### src/rtl/i2s_pkg.sv
// Shared I2S definitions: receiver/transmitter state encoding and default frame geometry.
package i2s_pkg;

  localparam int unsigned DEF_RES  = 16;
  localparam int unsigned DEF_SLOT = 32;

  typedef enum logic [1:0] {
    HUNT  = 2'd0,
    LEFT  = 2'd1,
    RIGHT = 2'd2
  } state_t;

endpackage

### src/rtl/i2s_in_sync.sv
// Brings the asynchronous I2S pins into the clk domain and strobes each bclk rising edge.
module i2s_in_sync (
  input  logic clk,
  input  logic rst,
  input  logic bclk,
  input  logic lrclk,
  input  logic sdata,
  output logic lrclk_s,
  output logic sdata_s,
  output logic rise_c
);

  logic [2:0] bclk_q;
  logic [1:0] lrclk_q;
  logic [1:0] sdata_q;

  // Two-stage synchronisers; bclk carries a third stage for edge detection.
  always_ff @(posedge clk or negedge rst) begin
    if (!rst) begin
      bclk_q  <= '0;
      lrclk_q <= '0;
      sdata_q <= '0;
    end else begin
      bclk_q  <= {bclk_q[1:0], bclk};
      lrclk_q <= {lrclk_q[0], lrclk};
      sdata_q <= {sdata_q[0], sdata};
    end
  end

  assign lrclk_s = lrclk_q[1];
  assign sdata_s = sdata_q[1];
  assign rise_c  = bclk_q[1] & ~bclk_q[2];

endmodule

### src/rtl/i2s_audio_in.sv
// I2S slave receiver: captures one left/right pair per frame and offers it on valid/ready.
module i2s_audio_in
  import i2s_pkg::*;
#(
  parameter int unsigned in_res   = DEF_RES,
  parameter int unsigned max_slot = DEF_SLOT
) (
  input  logic              clk,
  input  logic              rst,
  input  logic              bclk,
  input  logic              lrclk,
  input  logic              sdata,
  output logic [in_res-1:0] left_out,
  output logic [in_res-1:0] right_out,
  output logic              out_valid,
  input  logic              out_ready,
  output logic              overrun,
  output logic              frame_err
);

  localparam int unsigned CW = $clog2(max_slot + 1);

  logic              lr_s;
  logic              d_s;
  logic              rise_c;
  logic              chg_c;
  logic              lr_prev;
  state_t            state, state_nx;
  logic [CW-1:0]     cnt, cnt_nx, cnt_inc;
  logic [in_res-1:0] shreg, shreg_nx;
  logic [in_res-1:0] left_hold, left_hold_nx;
  logic              publish_c;
  logic              err_c;

  i2s_in_sync u_sync (
    .clk     (clk),
    .rst     (rst),
    .bclk    (bclk),
    .lrclk   (lrclk),
    .sdata   (sdata),
    .lrclk_s (lr_s),
    .sdata_s (d_s),
    .rise_c  (rise_c)
  );

  assign chg_c   = lr_s ^ lr_prev;
  assign cnt_inc = (cnt == CW'(max_slot)) ? cnt : cnt + CW'(1);

  // Slot tracking: the rise that shows a word-select change carries the closing slot's last bit.
  always_comb begin
    state_nx     = state;
    cnt_nx       = cnt;
    shreg_nx     = shreg;
    left_hold_nx = left_hold;
    publish_c    = 1'b0;
    err_c        = 1'b0;
    if (rise_c) begin
      case (state)
        HUNT: begin
          if (chg_c && !lr_s) begin
            state_nx = LEFT;
            cnt_nx   = '0;
          end
        end
        LEFT, RIGHT: begin
          if (cnt < CW'(in_res)) shreg_nx = {shreg[in_res-2:0], d_s};
          cnt_nx = cnt_inc;
          if (chg_c) begin
            cnt_nx = '0;
            if (cnt_inc < CW'(in_res)) begin
              err_c    = 1'b1;
              state_nx = HUNT;
            end else if (state == LEFT) begin
              left_hold_nx = shreg_nx;
              state_nx     = RIGHT;
            end else begin
              publish_c = 1'b1;
              state_nx  = LEFT;
            end
          end else if (cnt == CW'(max_slot)) begin
            err_c    = 1'b1;
            cnt_nx   = '0;
            state_nx = HUNT;
          end
        end
        default: state_nx = HUNT;
      endcase
    end
  end

  // Receiver state, word-select history and shift/count registers.
  always_ff @(posedge clk or negedge rst) begin
    if (!rst) begin
      state     <= HUNT;
      lr_prev   <= 1'b0;
      cnt       <= '0;
      shreg     <= '0;
      left_hold <= '0;
    end else begin
      state     <= state_nx;
      cnt       <= cnt_nx;
      shreg     <= shreg_nx;
      left_hold <= left_hold_nx;
      if (rise_c) lr_prev <= lr_s;
    end
  end

  // Output handshake: publish overwrites a pending frame, accept clears valid.
  always_ff @(posedge clk or negedge rst) begin
    if (!rst) begin
      left_out  <= '0;
      right_out <= '0;
      out_valid <= 1'b0;
      overrun   <= 1'b0;
      frame_err <= 1'b0;
    end else begin
      overrun   <= 1'b0;
      frame_err <= err_c;
      if (publish_c) begin
        left_out  <= left_hold;
        right_out <= shreg_nx;
        out_valid <= 1'b1;
        overrun   <= out_valid & ~out_ready;
      end else if (out_valid && out_ready) begin
        out_valid <= 1'b0;
      end
    end
  end

endmodule
### config.mk
export PLATFORM = sky130hd
export DESIGN_NAME = i2s_audio_in
export DESIGN_NICKNAME = d
export VERILOG_FILES = /design/src/rtl/i2s_pkg.sv /design/src/rtl/i2s_in_sync.sv /design/src/rtl/i2s_audio_in.sv
export SDC_FILE = /design/constraint.sdc
export NUM_CORES = 1
export LEC_CHECK = 0
export BUFFER_PORTS_ARGS = -buffer_cell sky130_fd_sc_hd__buf_2
export CORE_UTILIZATION = 40
export CTS_CLUSTER_DIAMETER = 50
export DETAILED_ROUTE_END_ITERATION = 16
export HOLD_SLACK_MARGIN = 0.03
export SLEW_MARGIN = 20
export SYNTH_ARGS = -nofsm -noshare
export SYNTH_HDL_FRONTEND = slang
export SYNTH_SLANG_ARGS = --single-unit
### constraint.sdc
create_clock -name clk -period 4 [get_ports clk]
set_input_delay 1.2 -clock clk [delete_from_list [all_inputs] [get_ports clk]]
set_output_delay 1.2 -clock clk [all_outputs]
set_load 0.01 [all_outputs]
-- After elaboration in Yosys (flattened, before gate mapping)
Index checks and enable logic that the tools add are counted.
- add/subtract/negate cells: 1
- $lt $le $gt $ge: 2
- equal/unequal tests: 5
- mux-type cells: 27
- bitwise logic cells: 6
- reduce and logical (&&, ||, !) cells: 10
- operators by type and width (cell ; count):
    $mux W16 ; 3
    $mux W6 ; 4
    $mux W1 ; 13
    $lt A6 B5 Y1 const B ; 2
    $pmux W6 S2 ; 1
    $mux W2 ; 5
    $add A6 B1 Y6 const B ; 1
    $eq A6 B6 Y1 const B ; 1
    $reduce_and A3 Y1 ; 2
    $reduce_and A5 Y1 ; 1
    $pmux W2 S2 ; 1
    $reduce_bool A2 Y1 ; 2
    $ne A3 B3 Y1 const B ; 1
    $not A1 Y1 ; 3
    $and A1 B1 Y1 ; 2
    $eq A2 B1 Y1 const B ; 1
    $eq A2 B2 Y1 const B ; 1
    $logic_and A1 B1 Y1 ; 2
    $logic_not A2 Y1 ; 1
    $ne A2 B2 Y1 const B ; 1
    $reduce_or A2 Y1 ; 1
    $logic_not A1 Y1 ; 1
    $xor A1 B1 Y1 ; 1
- register bits: 83
- bits of input ports: 6
- output and inout bits: 35
- word-level logic and storage cells: 64

-- Logic depth before layout (Yosys ltp)
Gate-level depths: netlist of the first run.
- word-level depth: 8
- mapped depth: 9
- depth with buffers taken out: 7

-- By module
Synthesis of the first run repeated with hierarchy kept, for this count alone.
- cells, all modules: 259
- area total of the unflattened synthesis: 3593.4 µm²
- modules (own cells, without submodules) (module ; times used ; cells an instance ; area each (µm²) ; seq. area each (µm²)):
    i2s_audio_in ; 1 ; 251 ; 3404.5 ; 1901.8
    i2s_in_sync ; 1 ; 8 ; 188.9 ; 175.2

-- Worst setup path before layout of the first run
Ideal clock, no wire load.
- path type: reg-to-reg
- start point: register state[0]
- end point: register right_out[13]
- setup time: 0.125 ns
- data arrival time: 2.096 ns
- required time: 3.875 ns
- slack: 1.779 ns
- cell stages (with the launch flop): 8
- buffers on the path: 1
- clock period less this slack: 2.221 ns
- path through: dfrtp_1 -> inv_1 -> ha_1 -> nand3b_1 -> nor3_2 -> buf_2 -> mux2_2 -> mux2_2
- elaborated cells between the ends (all ways): 10
- classes of those cells: eq/ne: 2; mux: 7; reduce/logical: 1
- RTL lines (element ; line ; RTL):
    from (decl) ; i2s_audio_in.sv:28 ; state_t state, state_nx;
    from (signal assigned) ; i2s_audio_in.sv:100 ; state <= state_nx;
    $eq A2 B1 Y1 / $eq A2 B2 Y1 (equally long branches) ; i2s_audio_in.sv:58 ; case (state)
    $reduce_or A2 Y1 * ; i2s_audio_in.sv:58 ;
    $mux W16 * ; i2s_audio_in.sv:58 ;
    $mux W16 * ; i2s_audio_in.sv:57 ; if (rise_c) begin
    via shreg_nx[13] ; i2s_audio_in.sv:30 ; logic [in_res-1:0] shreg, shreg_nx;
    to (signal assigned) ; i2s_audio_in.sv:121 ; right_out <= shreg_nx;
    to (decl) ; i2s_audio_in.sv:14 ; output logic [in_res-1:0] right_out,
The timed path passes the listed nets; every way through them passes the cells marked *.
A chain may end at the register's enable or synchronous reset.

-- Worst setup path after layout of the first run
- start point: register cnt[0]
- end point: register left_out[2]
- cells in the longest elaborated chain, start to end: 7
- elaborated cells between the ends (all ways): 8
- classes of those cells: add/sub: 1; order compare: 1; eq/ne: 1; mux: 5
- ends and longest elaborated chain (element ; line ; RTL):
    from (decl) ; i2s_audio_in.sv:29 ; logic [CW-1:0] cnt, cnt_nx, cnt_inc;
    from (signal assigned) ; i2s_audio_in.sv:101 ; cnt <= cnt_nx;
    $add A6 B1 Y6 / $eq A6 B6 Y1 (equally long branches) ; i2s_audio_in.sv:47 ; assign cnt_inc = (cnt == CW'(max_slot)) ? cnt : cnt + CW'(1);
    $mux W6 * ; i2s_audio_in.sv:47 ;
    $lt A6 B5 Y1 * ; i2s_audio_in.sv:70 ; if (cnt_inc < CW'(in_res)) begin
    $mux W1 * ; i2s_audio_in.sv:70 ;
    $mux W1 * ; i2s_audio_in.sv:68 ; if (chg_c) begin
    $mux W1 * ; i2s_audio_in.sv:58 ;
    $mux W1 * ; i2s_audio_in.sv:57 ;
    to (signal assigned) ; i2s_audio_in.sv:120 ; left_out <= left_hold;
    to (decl) ; i2s_audio_in.sv:13 ; output logic [in_res-1:0] left_out,
Every way passes the cells marked *; elsewhere a longest branch is shown, timed or not.

==> results of run 1 <==
[logic make-up (layout without fill, tap and decap cells)]
family / after synthesis / after routing
flip-flops: 83 / 83
multiplexers: 65 / 65
AND/OR/NAND/NOR: 51 / 51
AO/OA/AOI/OAI: 37 / 37
buffers and inverters: 18 / 66
adder cells (fa/ha/maj): 6 / 6
[registers in the layout (all words and copies together), names as in the netlist]
signal / count
left_out: 16
lr_prev: 1
out_valid: 1
u_sync.bclk_q: 3
left_hold: 16
right_out: 16
state: 2
shreg: 16
u_sync.sdata_q: 2
frame_err: 1
u_sync.lrclk_q: 2
cnt: 6
overrun: 1
[placed cells by master, fill, tap and decap left out, types with 2 or more instances in the layout]
master,n
dfrtp_1,83
clkbuf_8,10
nand2_1,10
nand2b_1,4
or3_1,2
inv_1,8
a21o_1,2
o21ai_0,10
buf_2,39
nor2_1,20
a21oi_1,17
nand3_1,3
a31oi_1,2
mux2_4,4
nor2b_1,2
mux2i_1,17
buf_4,2
mux2_2,44
bufinv_16,2
ha_1,6
[routing by layer]
metal	vias up	global-route usage	wire length (um)
met4	0	0.0796	123
met2	45	0.207	2640
li1	1000	-	-
met3	13	0.0271	202
met1	1020	0.213	2840
met5	-	0	0
[how the worst max path moves through the flow]
stage / start / end / slack, ps / cells past startpoint
4_1_cts: cnt[0] / left_out[7] / 1310 / 7
2_1_floorplan: state[0] / right_out[13] / 1780 / 7
6_report: cnt[0] / left_out[2] / 1330 / 7
5_1_grt: cnt[0] / right_out[3] / 1100 / 7
3_3_place_gp: cnt[0] / right_out[8] / 1430 / 7
3_5_place_dp: cnt[0] / left_out[7] / 1360 / 7
[cell usage after synthesis (2+ instances only)]
cell type   n
dfrtp_1    83
mux2_2     44
nor2_1     20
a21oi_1    17
mux2i_1    17
nand2_1    10
o21ai_0    10
inv_1       8
ha_1        6
buf_6       4
mux2_4      4
nand2b_1    4
buf_4       3
nand3_1     3
a21o_1      2
a31oi_1     2
buf_2       2
nor2b_1     2
or3_1       2
[worst max-delay path: cells and delay by family (launching register included)]
kind | cells | cell delay [ps]
flip-flops | 1 | 430
multiplexers | 1 | 420
AO/OA/AOI/OAI | 1 | 130
buffers and inverters | 1 | 80
AND/OR/NAND/NOR | 3 | 1360
adder cells (fa/ha/maj) | 1 | 130
[where the power goes]
part	leakage [nW]	internal, mW	switching [mW]
registers	1.13	0.891	0.0465
logic	0.911	0.0910	0.109
clock network	0.115	0.376	0.314
total	2.16	1.36	0.470
[through the flow]
| stage | hold slack, ps | worst slack (ps) | instance area [um2] | power [mW] | util |
|---|---|---|---|---|---|
| 2_1_floorplan | 331 | 1780 | 3490 | 1.09 | - |
| 3_3_place_gp | 336 | 1430 | 3770 | 1.15 | 0.452 |
| 3_5_place_dp | 335 | 1360 | 3770 | 1.16 | 0.452 |
| 4_1_cts | 355 | 1310 | 4000 | 1.85 | 0.480 |
| 5_1_grt | 370 | 1100 | 4010 | 1.92 | 0.481 |
| 6_report | 352 | 1330 | 4010 | 1.83 | 0.481 |
[final cells by class]
| class | count | area, um2 |
|---|---|---|
| multi-input cells | 159 | 1320 |
| well taps | 105 | 131 |
| clock buffers | 10 | 138 |
| flip-flops and latches | 83 | 2080 |
| clock inverters | 6 | 96.3 |
| repair buffers | 42 | 221 |
| fillers | 761 | 4330 |
| inverters | 8 | 30.0 |
==> flow_summary.html, run 1 <==
<table>
<tr><th>Metric</th><th>Value</th></tr>
<tr><th colspan="2">Floorplanning</th></tr>
<tr><td>Chip width</td><td>95.4 um</td></tr>
<tr><td>I/O pin count</td><td>41</td></tr>
<tr><td>Die extent in y</td><td>about 95 um</td></tr>
<tr><td>Initial core utilization</td><td>0.418</td></tr>
<tr><td>Site Rows</td><td>33</td></tr>
<tr><td>Floorplan Core Area</td><td>8340 um2</td></tr>
<tr><td>Die area</td><td>slightly above 9000 um2</td></tr>
<tr><th colspan="2">Setup path</th></tr>
<tr><td>Launching element type of the critical path</td><td>flop</td></tr>
<tr><td>Worst setup EP type</td><td>flop</td></tr>
<tr><td>Number of cell instances on the worst register-to-register path</td><td>7</td></tr>
<tr><td>Destination of the worst register-to-register timing path</td><td>left_out[2]</td></tr>
<tr><td>Critical-path cell with the highest stage delay</td><td>and3b_2</td></tr>
<tr><td>Arrival @ worst endpoint</td><td>a little under 3000 ps</td></tr>
<tr><td>R2R Path Start</td><td>cnt[0]</td></tr>
<tr><td>Required @ worst endpoint</td><td>4230 ps</td></tr>
<tr><td>Highest net fanout along the worst path</td><td>34</td></tr>
<tr><td>Worst setup path category</td><td>reg -&gt; reg</td></tr>
<tr><td>CP peak stage delay</td><td>750 ps</td></tr>
<tr><td>Cell-by-cell trace of the critical path</td><td>inv_1 -&gt; ha_1 -&gt; nor4bb_2 -&gt; a2111oi_4 -&gt; nand3_2 -&gt; and3b_2 -&gt; mux2_2</td></tr>
<tr><td>Reg-to-reg setup timing slack</td><td>between 1000 and 1500 ps</td></tr>
<tr><th colspan="2">Global routing</th></tr>
<tr><td>Aggregate global-route resource usage</td><td>0.147</td></tr>
<tr><td>Global-route wire length before repair</td><td>10.0 mm</td></tr>
<tr><td>Pin count of the biggest net entering global routing</td><td>84</td></tr>
<tr><td>Antenna violations before repair</td><td>0</td></tr>
<tr><td>Via count of the first global-routing pass</td><td>roughly 2k</td></tr>
<tr><td>Residual overflow from global routing</td><td>0</td></tr>
<tr><th colspan="2">Logic synthesis</th></tr>
<tr><td>Share of synthesized cell area in and, or, nand and nor gates</td><td>0.0757</td></tr>
<tr><td>Multiplexer area fraction after synthesis</td><td>0.208</td></tr>
<tr><td>Primary FF master, synth</td><td>dfrtp_1</td></tr>
<tr><td>FF+latch count, synth</td><td>83</td></tr>
<tr><td>Post-synthesis area per instance</td><td>roughly 13 um2</td></tr>
<tr><td>Compound-gate portion of the synthesized area</td><td>0.0678</td></tr>
<tr><td>Mapped cell area</td><td>between 3000 and 4000 um2</td></tr>
<tr><td>Post-Synth Adder-Cell Area</td><td>0.0215</td></tr>
<tr><td>Fraction of synthesized cell area in xor and xnor cells</td><td>0</td></tr>
<tr><td>Sequential-to-total area share from yosys stat</td><td>0.595</td></tr>
<tr><td>Portion of synthesized cell area occupied by the leading cell type</td><td>0.595</td></tr>
<tr><td>Cell type contributing the most total cell area after synthesis</td><td>dfrtp_1</td></tr>
<tr><td>Post-synth EDFFs</td><td>0</td></tr>
<tr><td>Netlist cell types</td><td>36</td></tr>
<tr><td>Main area contributors after synthesis</td><td>dfrtp_1 (60%), mux2_2 (14%), mux2i_1 (4.9%)</td></tr>
<tr><td>Fraction of registers with async set/reset</td><td>1.00</td></tr>
<tr><td>Synthesized instance count</td><td>260</td></tr>
<tr><td>Net Count, Synth</td><td>roughly 270</td></tr>
<tr><td>Dominant combinational cell family by area after synthesis</td><td>multiplexers</td></tr>
<tr><td>Synth Warn #</td><td>0</td></tr>
<tr><th colspan="2">Worst hold path</th></tr>
<tr><td>Startpoint of the worst hold path</td><td>u_sync.sdata_q[0]</td></tr>
<tr><td>Number of cells traversed by the worst hold path</td><td>0</td></tr>
<tr><td>Capture endpoint of the worst hold path</td><td>u_sync.sdata_q[1]</td></tr>
<tr><td>Class of the worst hold path</td><td>reg -&gt; reg</td></tr>
<tr><th colspan="2">STA</th></tr>
<tr><td>Number of hold-slack violations in the final timing report</td><td>0</td></tr>
<tr><td>Final total negative setup slack</td><td>0 ps</td></tr>
<tr><td>Unrepaired setup endpoints after global routing</td><td>false</td></tr>
<tr><td>Number of endpoints failing setup at the final stage</td><td>0</td></tr>
<tr><td>Fmax</td><td>about 370 MHz</td></tr>
<tr><td>Slew at the pin closest to its max-slew limit</td><td>between 800 and 900 ps</td></tr>
<tr><td>Max-slew headroom</td><td>0.453</td></tr>
<tr><td>Layout Skew</td><td>9.90 ps</td></tr>
<tr><td>Final worst path period share</td><td>0.669</td></tr>
<tr><td>Time the worst path needs with I/O delays and setup</td><td>between 2000 and 3000 ps</td></tr>
<tr><td>Final Max Tran Viols</td><td>0</td></tr>
<tr><th colspan="2">Pwr</th></tr>
<tr><td>Leakage power</td><td>around 2.2 nW</td></tr>
<tr><td>PD cells</td><td>455 nW/um2</td></tr>
<tr><td>Maximum vdd drop</td><td>between 0.15 and 0.2 mV</td></tr>
<tr><th colspan="2">Route</th></tr>
<tr><td>Remaining DRCs</td><td>0</td></tr>
<tr><td>DR pass1 iterations</td><td>4</td></tr>
<tr><td>First-iteration detailed-routing DRC count</td><td>a little under 80</td></tr>
<tr><td>Final WL</td><td>just under 6 mm</td></tr>
<tr><td>Count of vias placed by the detailed router</td><td>2078</td></tr>
<tr><td>Via-to-Cell Ratio</td><td>a little over 5</td></tr>
<tr><td>DRT antenna net count</td><td>0</td></tr>
<tr><td>Routed len/inst</td><td>14.1 um</td></tr>
<tr><th colspan="2">Clock tree</th></tr>
<tr><td>Clock Latency Late Sink</td><td>350 ps</td></tr>
<tr><td>CTS Buf Count</td><td>9</td></tr>
<tr><td>Buffer type at the clock tree root</td><td>clkbuf_8</td></tr>
<tr><td>CTS Buffer Depth</td><td>2</td></tr>
<tr><td>Post-CTS sizing</td><td>0</td></tr>
<tr><td>Post-CTS Repair Setup Buffers</td><td>0</td></tr>
<tr><td>H-Tree Level Count</td><td>3</td></tr>
<tr><td>CTS tree</td><td>yes</td></tr>
<tr><td>Clock transition at the registers of the reported paths</td><td>around 90 ps</td></tr>
<tr><td>Hold buffers post-CTS</td><td>0</td></tr>
<tr><td>Num Clock Sinks</td><td>83</td></tr>
<tr><th colspan="2">Flow run</th></tr>
<tr><td>Maximum capacitance violations</td><td>0</td></tr>
<tr><th colspan="2">Finish</th></tr>
<tr><td>Layout overhead on the synthesized area</td><td>15.0%</td></tr>
<tr><td>Number of nets in the final layout</td><td>315</td></tr>
<tr><td>Diodes inserted</td><td>0</td></tr>
<tr><td>Layout cell share with drive strength beyond 1</td><td>0.367</td></tr>
<tr><td>Number of standard cells in the layout, taps in and fillers out</td><td>between 400 and 500</td></tr>
<tr><th colspan="2">Place</th></tr>
<tr><td>Placed wire-length estimate</td><td>approximately 3.7 mm</td></tr>
<tr><td>Placed Cells</td><td>a little under 400</td></tr>
<tr><td>Port buffer count</td><td>40</td></tr>
<tr><td>Global placer's final weighted congestion</td><td>roughly 0.79</td></tr>
<tr><th colspan="2">Status</th></tr>
<tr><td>Status</td><td>complete, no violations</td></tr>
</table>
(Power assumes the default switching activity.)
==> run 2: changes to the inputs <==
Clock period 4 ns to 2.59 ns, I/O delays scaled along.
==> run 2 against run 1 <==
  * Die area unchanged
  * Combinational power increased by 60%
  * Clock skew increased by 4.5 ps
  * Core utilization increased by 0.77 points
  * Register-to-register slack got worse by 1100 ps
  * Design area increased by 1.6%
  * Wire length decreased by 0.64%
  * Sequential cell count unchanged
  * Largest power group unchanged
  * Worst setup slack got worse by 1100 ps
  * Final cell count increased by 1.7%
==> flow_summary.html, run 2 (synthesis gave the netlist of run 1 again) <==
<table>
<tr><th>Metric</th><th>Value</th></tr>
<tr><th colspan="2">Status</th></tr>
<tr><td>Status</td><td>complete, no violations</td></tr>
<tr><th colspan="2">Route</th></tr>
<tr><td>Remaining DRCs</td><td>0 (unchanged)</td></tr>
<tr><td>Via-to-Cell Ratio</td><td>4.88 (-3.1%)</td></tr>
<tr><td>DR pass1 iterations</td><td>4 (unchanged)</td></tr>
<tr><td>Count of vias placed by the detailed router</td><td>2048 (-1.4%)</td></tr>
<tr><td>Final WL</td><td>5.77 mm (-0.64%)</td></tr>
<tr><td>First-iteration detailed-routing DRC count</td><td>63 (-20%)</td></tr>
<tr><td>Routed len/inst</td><td>13.7 um (-2.3%)</td></tr>
<tr><td>DRT antenna net count</td><td>0 (unchanged)</td></tr>
<tr><th colspan="2">Finish</th></tr>
<tr><td>Area of all placed cells without fillers</td><td>4080 um2 (+1.6%)</td></tr>
<tr><td>Final design utilization</td><td>0.489 (+0.00765)</td></tr>
<tr><td>Most common cell after layout, fill and taps aside</td><td>dfrtp_1</td></tr>
<tr><td>Layout overhead on the synthesized area</td><td>16.8%</td></tr>
<tr><td>Number of nets in the final layout</td><td>322 (+2.2%)</td></tr>
<tr><td>Most frequent cells in the layout</td><td>dfrtp_1 (83), mux2_2 (44), buf_2 (39)</td></tr>
<tr><td>Number of standard cells in the layout, taps in and fillers out</td><td>420 (+1.7%)</td></tr>
<tr><td>Diodes inserted</td><td>0 (unchanged)</td></tr>
<tr><td>Layout cell share with drive strength beyond 1</td><td>0.378 (+0.0109)</td></tr>
<tr><th colspan="2">Setup path</th></tr>
<tr><td>CP top delay family</td><td>simple AND/OR/NAND/NOR gates</td></tr>
<tr><td>Required @ worst endpoint</td><td>2830 ps (-1400 ps)</td></tr>
<tr><td>Worst setup path category</td><td>reg -&gt; reg</td></tr>
<tr><td>Arrival @ worst endpoint</td><td>2650 ps (-250 ps)</td></tr>
<tr><td>Critical-path cell with the highest stage delay</td><td>dfrtp_1</td></tr>
<tr><td>CP peak stage delay</td><td>430 ps (-320 ps)</td></tr>
<tr><td>Cell-by-cell trace of the critical path</td><td>inv_1 -&gt; ha_1 -&gt; nor4bb_2 -&gt; buf_4 -&gt; a2111oi_4 -&gt; nand3_2 -&gt; and3b_4 -&gt; mux2_4</td></tr>
<tr><td>Launching element type of the critical path</td><td>flop</td></tr>
<tr><td>Sum of buffers and inverters on the critical path</td><td>2 (+1)</td></tr>
<tr><td>Highest net fanout along the worst path</td><td>34 (unchanged)</td></tr>
<tr><td>Worst setup EP type</td><td>flop</td></tr>
<tr><th colspan="2">Place</th></tr>
<tr><td>Global placer's final weighted congestion</td><td>0.825 (+4.9%)</td></tr>
<tr><td>Placed Cells</td><td>404 (+1.8%)</td></tr>
<tr><td>Placed wire-length estimate</td><td>3.88 mm (+5.4%)</td></tr>
<tr><td>Port buffer count</td><td>40 (unchanged)</td></tr>
<tr><td>Worst slack at placement</td><td>12.6 ps (-1340 ps)</td></tr>
<tr><td>Instance area at placement</td><td>3830 um2 (+1.7%)</td></tr>
<tr><th colspan="2">Clock tree</th></tr>
<tr><td>Clock transition at the registers of the reported paths</td><td>90 ps (about the same)</td></tr>
<tr><td>H-Tree Level Count</td><td>3 (unchanged)</td></tr>
<tr><td>Post-CTS Repair Setup Buffers</td><td>0 (unchanged)</td></tr>
<tr><td>CTS Buf Count</td><td>9 (unchanged)</td></tr>
<tr><td>Post-CTS sizing</td><td>1 (+1)</td></tr>
<tr><td>Hold buffers post-CTS</td><td>0 (unchanged)</td></tr>
<tr><td>Num Clock Sinks</td><td>83 (unchanged)</td></tr>
<tr><td>Clock Latency Late Sink</td><td>350 ps (about the same)</td></tr>
<tr><td>Buffer type at the clock tree root</td><td>clkbuf_8</td></tr>
<tr><td>CTS tree</td><td>yes</td></tr>
<tr><td>CTS Buffer Depth</td><td>2 (unchanged)</td></tr>
<tr><th colspan="2">STA</th></tr>
<tr><td>Layout Skew</td><td>14.4 ps (+4.53 ps)</td></tr>
<tr><td>Unrepaired setup endpoints after global routing</td><td>false</td></tr>
<tr><td>Final worst path period share</td><td>0.931 (+0.263)</td></tr>
<tr><td>Number of endpoints failing setup at the final stage</td><td>0 (unchanged)</td></tr>
<tr><td>Fmax</td><td>415 MHz (+11%)</td></tr>
<tr><td>Hold Slack</td><td>353 ps (+1.26 ps)</td></tr>
<tr><td>Time the worst path needs with I/O delays and setup</td><td>2410 ps (-263 ps)</td></tr>
<tr><td>Slew at the pin closest to its max-slew limit</td><td>692 ps (-130 ps)</td></tr>
<tr><td>Final Max Tran Viols</td><td>0 (unchanged)</td></tr>
<tr><td>Max-slew headroom</td><td>0.535 (+0.0828)</td></tr>
<tr><td>Number of hold-slack violations in the final timing report</td><td>0 (unchanged)</td></tr>
<tr><td>Final total negative setup slack</td><td>0 ps (unchanged)</td></tr>
<tr><td>Final setup margin</td><td>179 ps (-1150 ps)</td></tr>
<tr><th colspan="2">Global routing</th></tr>
<tr><td>Aggregate global-route resource usage</td><td>0.140 (-0.00647)</td></tr>
<tr><td>Via count of the first global-routing pass</td><td>1953 (-3.9%)</td></tr>
<tr><td>Antenna violations before repair</td><td>0 (unchanged)</td></tr>
<tr><td>Pin count of the biggest net entering global routing</td><td>53 (-37%)</td></tr>
<tr><td>Residual overflow from global routing</td><td>0 (unchanged)</td></tr>
<tr><td>Global-route wire length before repair</td><td>9.57 mm (-4.3%)</td></tr>
<tr><th colspan="2">Pwr</th></tr>
<tr><td>Total Power</td><td>2.87 mW (+57%)</td></tr>
<tr><td>PD cells</td><td>705 nW/um2 (+55%)</td></tr>
<tr><td>Leakage power</td><td>2.19 nW (+1.6%)</td></tr>
<tr><td>Maximum vdd drop</td><td>0.325 mV (+88%)</td></tr>
<tr><th colspan="2">Floorplanning</th></tr>
<tr><td>Floorplan Core Area</td><td>8340 um2 (unchanged)</td></tr>
<tr><td>Site Rows</td><td>33 (unchanged)</td></tr>
<tr><td>Die area</td><td>9100 um2 (unchanged)</td></tr>
<tr><td>Chip width</td><td>95.4 um (unchanged)</td></tr>
<tr><td>Initial core utilization</td><td>0.418 (unchanged)</td></tr>
<tr><td>I/O pin count</td><td>41 (unchanged)</td></tr>
<tr><td>Die extent in y</td><td>95.4 um (unchanged)</td></tr>
<tr><th colspan="2">Flow run</th></tr>
<tr><td>Maximum capacitance violations</td><td>0 (unchanged)</td></tr>
<tr><th colspan="2">Worst hold path</th></tr>
<tr><td>Class of the worst hold path</td><td>reg -&gt; reg</td></tr>
</table>
==> run 2: cell types whose count changed in the layout (fill, tap and decap cells not counted) <==
cell,change
buf_4,+7
and3b_2,-1
and3b_4,+1
buf_12,+1
buf_6,-1
bufinv_16,+1
clkbuf_1,+1
clkbuf_8,-1
clkinv_2,+1
clkinv_4,-1
inv_8,-1
nor2_2,+1
nor2_4,-1
==> run 2: path summary, 6_finish.rpt <==
check,from,end,cells past startpoint,slack (ps)
worst min-delay path,u_sync.lrclk_q[0],u_sync.lrclk_q[1],0,350
worst max-delay path,cnt[0],right_out[7],8,180
worst min register to register,u_sync.lrclk_q[0],u_sync.lrclk_q[1],0,350
min in group asynchronous,rst,u_sync.lrclk_q[0],1,360
worst max register to register,cnt[0],right_out[7],8,180
max in group asynchronous,rst,right_out[15],2,1630
==> run 2: worst register-to-register path, stage by stage, from the launching register on <==
cell,delay [ps]
dfrtp_1,430
inv_1,60
ha_1,180
nor4bb_2,160
buf_4,150
a2111oi_4,410
nand3_2,140
and3b_4,390
mux2_4,360
==> run 2: layout make-up <==
| cell class | count | area [um2] |
|---|---|---|
| Fill cell | 764 | 4260 |
| Sequential cell | 83 | 2080 |
| Multi-Input combinational cell | 159 | 1320 |
| Timing Repair Buffer | 49 | 283 |
| Tap cell | 105 | 131 |
| Clock buffer | 10 | 128 |
| Clock inverter | 6 | 111 |
| Inverter | 8 | 30.0 |
==> run 2: per-layer routing <==
metal | vias to the layer above | share of wire | track usage
met3 | 11 | 0.028 | 0.0287
met5 | - | 0 | 0
met2 | 36 | 0.44 | 0.198
met1 | 984 | 0.51 | 0.200
li1 | 1017 | - | -
met4 | 0 | 0.022 | 0.0784
==> run 2: report_power, final <==
part | switching (mW) | internal (mW) | total, mW | leakage (nW)
logic | 0.173 | 0.148 | 0.321 | 0.943
registers | 0.0745 | 1.38 | 1.45 | 1.13
clock network | 0.460 | 0.643 | 1.10 | 0.117
total | 0.707 | 2.17 | 2.87 | 2.19
==> run 3: changes to the inputs <==
Clock period 2.59 ns to 2.7 ns, I/O delays scaled along.
==> run 3 against run 2 <==
  * Sequential power decreased by 4%
  * Final cell count decreased by 0.71%
  * Worst hold slack improved by 2.9 ps
  * Clock skew decreased by 3.7 ps
  * Highest routed layer unchanged
  * Register-to-register slack improved by 190 ps
  * Sequential cell count unchanged
  * Design area decreased by 1.8%
  * Global-route usage about the same
  * Count of clock-buffer cells in the layout unchanged
  * Total power decreased by 13%
  * Largest power group unchanged
==> flow_summary.html, run 3 (synthesis gave the netlist of run 1 again) <==
<table>
<tr><th>Metric</th><th>Value</th></tr>
<tr><th colspan="2">Floorplanning</th></tr>
<tr><td>Site Rows</td><td>33 (unchanged)</td></tr>
<tr><td>Die area</td><td>9100 um2 (unchanged)</td></tr>
<tr><td>Initial core utilization</td><td>0.418 (unchanged)</td></tr>
<tr><td>Chip width</td><td>95.4 um (unchanged)</td></tr>
<tr><td>Die extent in y</td><td>95.4 um (unchanged)</td></tr>
<tr><td>Floorplan Core Area</td><td>8340 um2 (unchanged)</td></tr>
<tr><td>I/O pin count</td><td>41 (unchanged)</td></tr>
<tr><th colspan="2">Route</th></tr>
<tr><td>DR pass1 iterations</td><td>4 (unchanged)</td></tr>
<tr><td>Via-to-Cell Ratio</td><td>4.94 (+1.3%)</td></tr>
<tr><td>Final WL</td><td>5.82 mm (+0.83%)</td></tr>
<tr><td>DRT antenna net count</td><td>0 (unchanged)</td></tr>
<tr><td>Count of vias placed by the detailed router</td><td>2060 (+0.59%)</td></tr>
<tr><td>Remaining DRCs</td><td>0 (unchanged)</td></tr>
<tr><td>Routed len/inst</td><td>14.0 um (+1.6%)</td></tr>
<tr><td>First-iteration detailed-routing DRC count</td><td>95 (+51%)</td></tr>
<tr><th colspan="2">Status</th></tr>
<tr><td>Status</td><td>complete, no violations</td></tr>
<tr><th colspan="2">Setup path</th></tr>
<tr><td>Worst setup path category</td><td>reg -&gt; reg</td></tr>
<tr><td>Highest net fanout along the worst path</td><td>34 (unchanged)</td></tr>
<tr><td>Required @ worst endpoint</td><td>2930 ps (+100 ps)</td></tr>
<tr><td>Arrival @ worst endpoint</td><td>2560 ps (-90 ps)</td></tr>
<tr><td>Worst setup EP type</td><td>flop</td></tr>
<tr><td>Launching element type of the critical path</td><td>flop</td></tr>
<tr><th colspan="2">Global routing</th></tr>
<tr><td>Pin count of the biggest net entering global routing</td><td>42 (-21%)</td></tr>
<tr><td>Antenna violations before repair</td><td>0 (unchanged)</td></tr>
<tr><td>Aggregate global-route resource usage</td><td>0.140 (-0.000342)</td></tr>
<tr><td>Residual overflow from global routing</td><td>0 (unchanged)</td></tr>
<tr><td>Via count of the first global-routing pass</td><td>1919 (-1.7%)</td></tr>
<tr><td>Global-route wire length before repair</td><td>9.56 mm (-0.15%)</td></tr>
<tr><th colspan="2">Clock tree</th></tr>
<tr><td>CTS Buf Count</td><td>9 (unchanged)</td></tr>
<tr><td>Post-CTS sizing</td><td>0 (-1)</td></tr>
<tr><td>Clock transition at the registers of the reported paths</td><td>90 ps (about the same)</td></tr>
<tr><td>Num Clock Sinks</td><td>83 (unchanged)</td></tr>
<tr><td>Buffer type at the clock tree root</td><td>clkbuf_8</td></tr>
<tr><td>CTS Buffer Depth</td><td>2 (unchanged)</td></tr>
<tr><td>Clock Latency Late Sink</td><td>340 ps (about the same)</td></tr>
<tr><td>Hold buffers post-CTS</td><td>0 (unchanged)</td></tr>
<tr><td>CTS tree</td><td>yes</td></tr>
<tr><td>Post-CTS Repair Setup Buffers</td><td>0 (unchanged)</td></tr>
<tr><td>H-Tree Level Count</td><td>3 (unchanged)</td></tr>
<tr><th colspan="2">STA</th></tr>
<tr><td>Slew at the pin closest to its max-slew limit</td><td>701 ps (+9.20 ps)</td></tr>
<tr><td>Time the worst path needs with I/O delays and setup</td><td>2340 ps (-75.1 ps)</td></tr>
<tr><td>Max-slew headroom</td><td>0.529 (-0.00618)</td></tr>
<tr><td>Final total negative setup slack</td><td>0 ps (unchanged)</td></tr>
<tr><td>Number of endpoints failing setup at the final stage</td><td>0 (unchanged)</td></tr>
<tr><td>Unrepaired setup endpoints after global routing</td><td>false</td></tr>
<tr><td>Layout Skew</td><td>10.7 ps (-3.71 ps)</td></tr>
<tr><td>Final worst path period share</td><td>0.865 (-0.0657)</td></tr>
<tr><td>Number of hold-slack violations in the final timing report</td><td>0 (unchanged)</td></tr>
<tr><td>Fmax</td><td>428 MHz (+3.2%)</td></tr>
<tr><td>Final Max Tran Viols</td><td>0 (unchanged)</td></tr>
<tr><th colspan="2">Pwr</th></tr>
<tr><td>Portion of total power attributed to sequential cells</td><td>0.554 (+0.049)</td></tr>
<tr><td>PD cells</td><td>627 nW/um2 (-11%)</td></tr>
<tr><td>Leakage power</td><td>2.15 nW (-2.1%)</td></tr>
<tr><td>Gate power share</td><td>0.121 (+0.009)</td></tr>
<tr><td>Maximum vdd drop</td><td>0.290 mV (-11%)</td></tr>
<tr><td>Total Power</td><td>2.51 mW (-13%)</td></tr>
<tr><td>Relative contribution of the clock network to total power</td><td>0.325 (-0.059)</td></tr>
<tr><td>Switching pwr</td><td>708 uW (+0.13%)</td></tr>
<tr><td>Int Pwr</td><td>1.80 mW (-17%)</td></tr>
<tr><td>Fraction of power spent switching nets</td><td>0.282 (+0.0361)</td></tr>
<tr><th colspan="2">Place</th></tr>
<tr><td>Placed wire-length estimate</td><td>3.86 mm (-0.68%)</td></tr>
<tr><td>Port buffer count</td><td>40 (unchanged)</td></tr>
<tr><td>Global placer's final weighted congestion</td><td>0.767 (-7.0%)</td></tr>
<tr><th colspan="2">Finish</th></tr>
<tr><td>Most common cell after layout, fill and taps aside</td><td>dfrtp_1</td></tr>
<tr><td>Most frequent cells in the layout</td><td>dfrtp_1 (83), mux2_2 (44), buf_2 (39)</td></tr>
<tr><td>Layout overhead on the synthesized area</td><td>14.7%</td></tr>
<tr><td>Number of nets in the final layout</td><td>319 (-0.93%)</td></tr>
<tr><td>Layout cell share with drive strength beyond 1</td><td>0.372 (-0.00598)</td></tr>
<tr><td>Diodes inserted</td><td>0 (unchanged)</td></tr>
<tr><th colspan="2">Worst hold path</th></tr>
<tr><td>Class of the worst hold path</td><td>reg -&gt; reg</td></tr>
<tr><th colspan="2">Flow run</th></tr>
<tr><td>Maximum capacitance violations</td><td>0 (unchanged)</td></tr>
</table>
## run 3: worst max-delay path, cell delays in order (launching register included)
cell and delay [ps]:
dfrtp_1 440, inv_1 70, ha_1 180, nor4bb_2 190, a2111oi_4 440, nand3_2 130
and3b_2 260, buf_12 180, mux2_4 300
## run 3: metal layers
layer | share of wire | up-vias | GRT usage
li1 | - | 1009 | -
met1 | 0.49 | 1004 | 0.198
met2 | 0.46 | 40 | 0.207
met3 | 0.034 | 7 | 0.0287
met4 | 0.014 | 0 | 0.0634
met5 | 0 | - | 0
## run 3: cell type report
type | instances | area, um2
tap | 105 | 131
fill | 791 | 4340
clock buffer | 10 | 128
timing repair buffer | 46 | 273
sequential | 83 | 2080
clock inverter | 6 | 51.3
multi-input combinational | 159 | 1310
inverter | 8 | 30.0
## run 3: metrics by stage
stage / hold WS [ps] / setup slack (ps) / cell area [um2] / instances / utilization
finish: 356 / 364 / 4000 / 417 / 0.480
global route: 375 / 249 / 4000 / 417 / 0.480
CTS: 358 / 378 / 4000 / 417 / 0.480
detailed placement: 338 / 388 / 3820 / 401 / 0.459
global placement: 340 / 476 / 3820 / 401 / 0.459
floorplan: 331 / 479 / 3490 / 260 / -
## run 3: path summary, 6_finish.rpt
check	depth (start not counted)	from	endpoint	slack, ps
max reg2reg	8	cnt[0]	right_out[5]	360
min reg2reg	0	u_sync.lrclk_q[0]	u_sync.lrclk_q[1]	360
max	8	cnt[0]	right_out[5]	360
min in group asynchronous	1	rst	u_sync.lrclk_q[0]	450
max in group asynchronous	2	rst	shreg[2]	1660
min	0	u_sync.lrclk_q[0]	u_sync.lrclk_q[1]	360
## run 3: power by group through the flow
stage                     sequential [mW]  combinational [mW]  clock (mW)
after floorplan                      1.40               0.215           0
after global placement               1.41               0.302           0
after detailed placement             1.41               0.307           0
after CTS                            1.39               0.308       0.841
after global routing                 1.40               0.349       0.889
final                                1.39               0.304       0.816
